$ cat src/rtl/note_detector.sv
// Tone period meter and note classifier: measures the rising-edge to rising-edge
// period of an asynchronous square wave and resolves it to one of seven notes.
module note_detector #(
  parameter int CNT_W       = 20,
  parameter int MAX_PERIOD  = 262143,
  parameter int TOL         = 2000,
  parameter int MATCH_COUNT = 2,
  parameter int P_DO        = 191114,
  parameter int P_RE        = 170264,
  parameter int P_MI        = 151688,
  parameter int P_FA        = 143174,
  parameter int P_SOL       = 127554,
  parameter int P_LA        = 113638,
  parameter int P_SI        = 101240
) (
  input  logic             clk,
  input  logic             rst_n,
  input  logic             tone_in,
  output logic [CNT_W-1:0] period,
  output logic             period_valid,
  output logic [2:0]       note,
  output logic             note_valid,
  output logic             silence
);

  typedef logic [CNT_W:0] wide_t;

  localparam logic [0:0] IDLE    = 1'b0;
  localparam logic [0:0] MEASURE = 1'b1;
  localparam wide_t      MAX_W   = wide_t'(MAX_PERIOD);
  localparam wide_t      TOL_W   = wide_t'(TOL);
  localparam logic [2:0] MATCH_W = 3'(MATCH_COUNT);

  logic             sync1_r, sync2_r, dly_r;
  logic [0:0]       state_r;
  logic [CNT_W-1:0] cnt_r;
  logic [CNT_W-1:0] period_r;
  logic             pv_r;
  logic             silence_r;
  logic [2:0]       note_r;
  logic             nv_r;
  logic [2:0]       run_r;
  logic [2:0]       last_class_r;

  logic             edge_s;
  wide_t            cnt_inc_s;
  logic             timeout_s;
  logic [2:0]       class_s;
  logic [2:0]       run_next_s;

  // Distance to a nominal period, computed one bit wider so it never wraps.
  function automatic logic in_window(input logic [CNT_W-1:0] p, input int nom);
    wide_t pw;
    wide_t nw;
    wide_t d;
    pw = {1'b0, p};
    nw = wide_t'(nom);
    if (pw >= nw) d = pw - nw;
    else          d = nw - pw;
    return (d <= TOL_W);
  endfunction

  function automatic logic [2:0] classify(input logic [CNT_W-1:0] p);
    logic [2:0] c;
    if      (in_window(p, P_DO))  c = 3'd1;
    else if (in_window(p, P_RE))  c = 3'd2;
    else if (in_window(p, P_MI))  c = 3'd3;
    else if (in_window(p, P_FA))  c = 3'd4;
    else if (in_window(p, P_SOL)) c = 3'd5;
    else if (in_window(p, P_LA))  c = 3'd6;
    else if (in_window(p, P_SI))  c = 3'd7;
    else                          c = 3'd0;
    return c;
  endfunction

  assign edge_s    = sync2_r & ~dly_r;
  assign cnt_inc_s = {1'b0, cnt_r} + wide_t'(1);
  assign timeout_s = (state_r == MEASURE) && !edge_s && (cnt_inc_s == MAX_W);
  assign class_s   = classify(period_r);

  // Next run length of consecutive identical non-zero classes.
  always_comb begin
    run_next_s = run_r;
    if (class_s == 3'd0) begin
      run_next_s = 3'd0;
    end else if (class_s == last_class_r) begin
      if (run_r >= MATCH_W) run_next_s = MATCH_W;
      else                  run_next_s = run_r + 3'd1;
    end else begin
      run_next_s = 3'd1;
    end
  end

  // Two-flop synchronizer plus delay flop for rising-edge detection.
  always_ff @(posedge clk) begin
    if (!rst_n) begin
      sync1_r <= 1'b0;
      sync2_r <= 1'b0;
      dly_r   <= 1'b0;
    end else begin
      sync1_r <= tone_in;
      sync2_r <= sync1_r;
      dly_r   <= sync2_r;
    end
  end

  // Period measurement FSM; an edge on the timeout cycle takes priority.
  always_ff @(posedge clk) begin
    if (!rst_n) begin
      state_r   <= IDLE;
      cnt_r     <= {CNT_W{1'b0}};
      period_r  <= {CNT_W{1'b0}};
      pv_r      <= 1'b0;
      silence_r <= 1'b1;
    end else begin
      pv_r <= 1'b0;
      case (state_r)
        IDLE: begin
          cnt_r <= {CNT_W{1'b0}};
          if (edge_s) state_r <= MEASURE;
        end
        MEASURE: begin
          if (edge_s) begin
            period_r  <= cnt_inc_s[CNT_W-1:0];
            pv_r      <= 1'b1;
            silence_r <= 1'b0;
            cnt_r     <= {CNT_W{1'b0}};
          end else if (timeout_s) begin
            state_r   <= IDLE;
            silence_r <= 1'b1;
            cnt_r     <= {CNT_W{1'b0}};
          end else begin
            cnt_r <= cnt_inc_s[CNT_W-1:0];
          end
        end
        default: begin
          state_r <= IDLE;
          cnt_r   <= {CNT_W{1'b0}};
        end
      endcase
    end
  end

  // Note confirmation: a class must repeat MATCH_COUNT times before it is shown.
  always_ff @(posedge clk) begin
    if (!rst_n) begin
      note_r       <= 3'd0;
      nv_r         <= 1'b0;
      run_r        <= 3'd0;
      last_class_r <= 3'd0;
    end else if (timeout_s) begin
      note_r <= 3'd0;
      nv_r   <= 1'b0;
      run_r  <= 3'd0;
    end else if (pv_r) begin
      run_r        <= run_next_s;
      last_class_r <= class_s;
      if (class_s == 3'd0) begin
        note_r <= 3'd0;
        nv_r   <= 1'b0;
      end else if (run_next_s == MATCH_W) begin
        note_r <= class_s;
        nv_r   <= 1'b1;
      end
    end
  end

  assign period       = period_r;
  assign period_valid = pv_r;
  assign note         = note_r;
  assign note_valid   = nv_r;
  assign silence      = silence_r;

endmodule
$ cat config.mk
export PLATFORM = sky130hd
export DESIGN_NAME = note_detector
export DESIGN_NICKNAME = d
export VERILOG_FILES = /design/src/rtl/note_detector.sv
export SDC_FILE = /design/constraint.sdc
export NUM_CORES = 1
export LEC_CHECK = 0
export CORE_UTILIZATION = 50
export DETAILED_ROUTE_END_ITERATION = 16
export PLACE_DENSITY = 0.7
export REMOVE_ABC_BUFFERS = 1
export SETUP_SLACK_MARGIN = 0.4
export SLEW_MARGIN = 30
export SYNTH_ARGS = -nofsm -noshare
export SYNTH_HDL_FRONTEND = slang
export SYNTH_SLANG_ARGS = --single-unit
$ cat constraint.sdc
create_clock -name clk -period 4.7 [get_ports clk]
set_clock_uncertainty 0.1 [all_clocks]
set_input_delay 0.94 -clock clk [delete_from_list [all_inputs] [get_ports clk]]
set_output_delay 0.94 -clock clk [all_outputs]
set_load 0.1 [all_outputs]
==> flow_summary.ini <==
[critical_path]
cp-start-kind = flip-flop
cp_max_fo = 21
r2r_cells = 16
rr_endpoint = note_valid
cp-end-kind = flip-flop
crit_path_start = period[11]
worst-setup-path-type = reg2reg
arrival_ns = 4.32
r2r_start = period[11]
reg2reg_slack_ns = 0.49
required_ns = 4.82

[yosys]
synth.distinct_cells = 99
yosysWarnings = 0
seq_area_frac_synth_pct = 12.96
synth_edf_count = 0
synth_area_um2 = 8648
yosys_register_bits = 56
synthArstFlopShare_pct = 0
synthCells = 1251
synth-main-ff-cell = dfxtp_1
syn_area_per_cell_um2 = 6.913

[clocking]
htreeDepth = 2
numCtsBuffers = 5
clock_sinks = 56
clkLatencyLatePin_ns = 0.30
cts_tree = built
clk_pin_slew_ns = 0.08
clk_path_buf_depth = 2
root_buffer = clkbuf_16

[route]
drt-pass1-iter-count = 7
via_count = 11085
dr.first_iter.drc_count = 1842
final_antenna_net_count = 0
routed_wl_mm = 38.39
drc_errors = 0
wl_per_cell_um = 25.04
vias_per_cell = 7.231

[timing]
drv_slew = 0
rsz0062_at_grt = false
worst-slew-pin-transition_ns = 1.037
max_freq_mhz = 237.7
finalSetupTns_ns = 0
finalSetupViolCount = 0
whs_ns = 0.3292
hold_violations = 0
min_period_ns = 4.207
relSlewSlack_pct = 30.68
post-route-period-util_pct = 89.51

[cells_and_area]
final_common_cell = buf_4
seq_area_um2 = 1154
area_growth_syn_to_layout_pct = 21.02
final_cells = 1533
multi_input_area_um2 = 7310
drive_gt1_share_pct = 19.88
nFillCells = 1597
fin_nets = 1326
antenna_cells = 0
final_cell_mix = buf_4, nor2_1, nand2_1, o21ai_0, a21oi_1

[place]
dpl.hpwl_mm = 28.16
placedCellCount = 1499
gp_congestion = 1.081
port-buffer-count = 28

[global_routing]
antenna_found_initial = 1
first_global_vias = 9841
grt_remaining_overflow = 0
grt_pass1_wl_mm = 57.50
grt_max_degree = 41
grt.total_usage_pct = 41.66

[pwr]
ir_drop_v = 0.0001853
leakage_nw = 4.021
p_per_area_nw_per_um2 = 109.5

[die]
start_util_pct = 51.60
die_h_um = 133.5
io_pins = 29
rows = 47
core_um2 = 16760
die_x_um = 133.5
die_area_um2 = 17830

[worst_hold_path]
hp-class = reg2reg
holdPathStages = 1
hold_start = dly_r
min_to = state_r

[job]
cap_viol_max_count = 0

[status]
outcome = completed
==> layer usage <==
metal	global-route usage, %	vias up	share of wire, %
met1	54.84	5124	39
met2	61.02	890	41
met3	12.56	192	14
met4	21.40	2	6.1
met5	0	-	0.031
li1	-	4877	-
==> cells by family after synthesis <==
kind of cell | share of synthesized area [%]
fa+ha+maj | 1.591
flops | 12.96
xor+xnor | 7.292
compound gates | 35.55
mux | 4.210
simple gates | 31.51
buf+inv | 6.887
==> synthesized netlist by cell type, types with 23 or more instances <==
library cell  instances  share of area, %
o211ai_1             33               2.9
mux2i_1              33               3.8
nand4_1              23               1.7
nand2_1             103               4.5
nand3_1              45               2.6
clkbuf_1             66               2.9
nor2_1              115               5.0
o21ai_0              84               4.9
nor3_1               41               2.4
dfxtp_1              56                13
o211a_1              27               3.1
buf_2                32               1.9
a21oi_1              79               4.6
xnor2_1              49               5.0
xor2_1               23               2.3
==> per-stage QoR <==
| stage | area [um^2] | util, % | setup slack [ns] | total power (W) |
|---|---|---|---|---|
| 2_1_floorplan | 8154 | - | -0.9954 | 0.0006537 |
| 3_3_place_gp | 9682 | 57.77 | 0.2667 | 0.0007411 |
| 3_5_place_dp | 9682 | 57.77 | 0.03281 | 0.0007410 |
| 4_1_cts | 9965 | 59.46 | 0.3799 | 0.001129 |
| 5_1_grt | 10470 | 62.45 | 0.3584 | 0.001183 |
| 6_report | 10470 | 62.45 | 0.4931 | 0.001146 |
==> power by group <==
group          internal [W]  switching (W)
Clock              0.000203       0.000183
Combinational      0.000102       0.000174
Sequential         0.000476     0.00000891
Total              0.000781       0.000365
==> state kept, by name, summed over array words and instances, names as in the netlist <==
register / cells
cnt_r: 20
dly_r: 1
last_class_r: 3
note: 3
note_valid: 1
period: 20
period_valid: 1
run_r: 3
silence: 1
state_r: 1
sync1_r: 1
sync2_r: 1
==> critical path: stages, from the launching register on <==
cell,delay [ns]
dfxtp_1,0.38
buf_12,0.17
buf_4,0.34
nand4b_1,0.19
nor4_1,0.28
buf_4,0.18
nor3_1,0.04
buf_4,0.20
or3_1,0.35
a311o_1,0.37
nor3_1,0.17
o2111ai_1,0.17
o211ai_1,0.17
nor3_1,0.11
nor4_4,0.39
a41oi_4,0.23
a211oi_2,0.24
==> worst max-delay path by stage <==
stage,to,depth (start not counted)
2_1_floorplan,note_valid,14
3_3_place_gp,note_valid,15
3_5_place_dp,note_valid,16
4_1_cts,note_valid,16
5_1_grt,note[0],16
6_report,note_valid,16
==> layout make-up <==
| cell class | count | share of cell area [%] |
|---|---|---|
| Timing Repair Buffer | 170 | 14.08 |
| Tap cell | 220 | 2.630 |
| Inverter | 27 | 0.9683 |
| Clock inverter | 3 | 0.2630 |
| Sequential cell | 56 | 11.02 |
| Multi-Input combinational cell | 1052 | 69.84 |
| Clock buffer | 5 | 1.195 |
==> repair_timing <==
item / in CTS / in global routing
endpoints found under the setup margin: 7 / 7
hold buffers: 0 / 0
pin swaps: 8 / 18
setup buffers: 4 / 21
gates cloned: 0 / 1
gates resized for setup: 24 / 76
endpoints found under the hold margin: 0 / 0
Power figures use the tool's default switching activity.
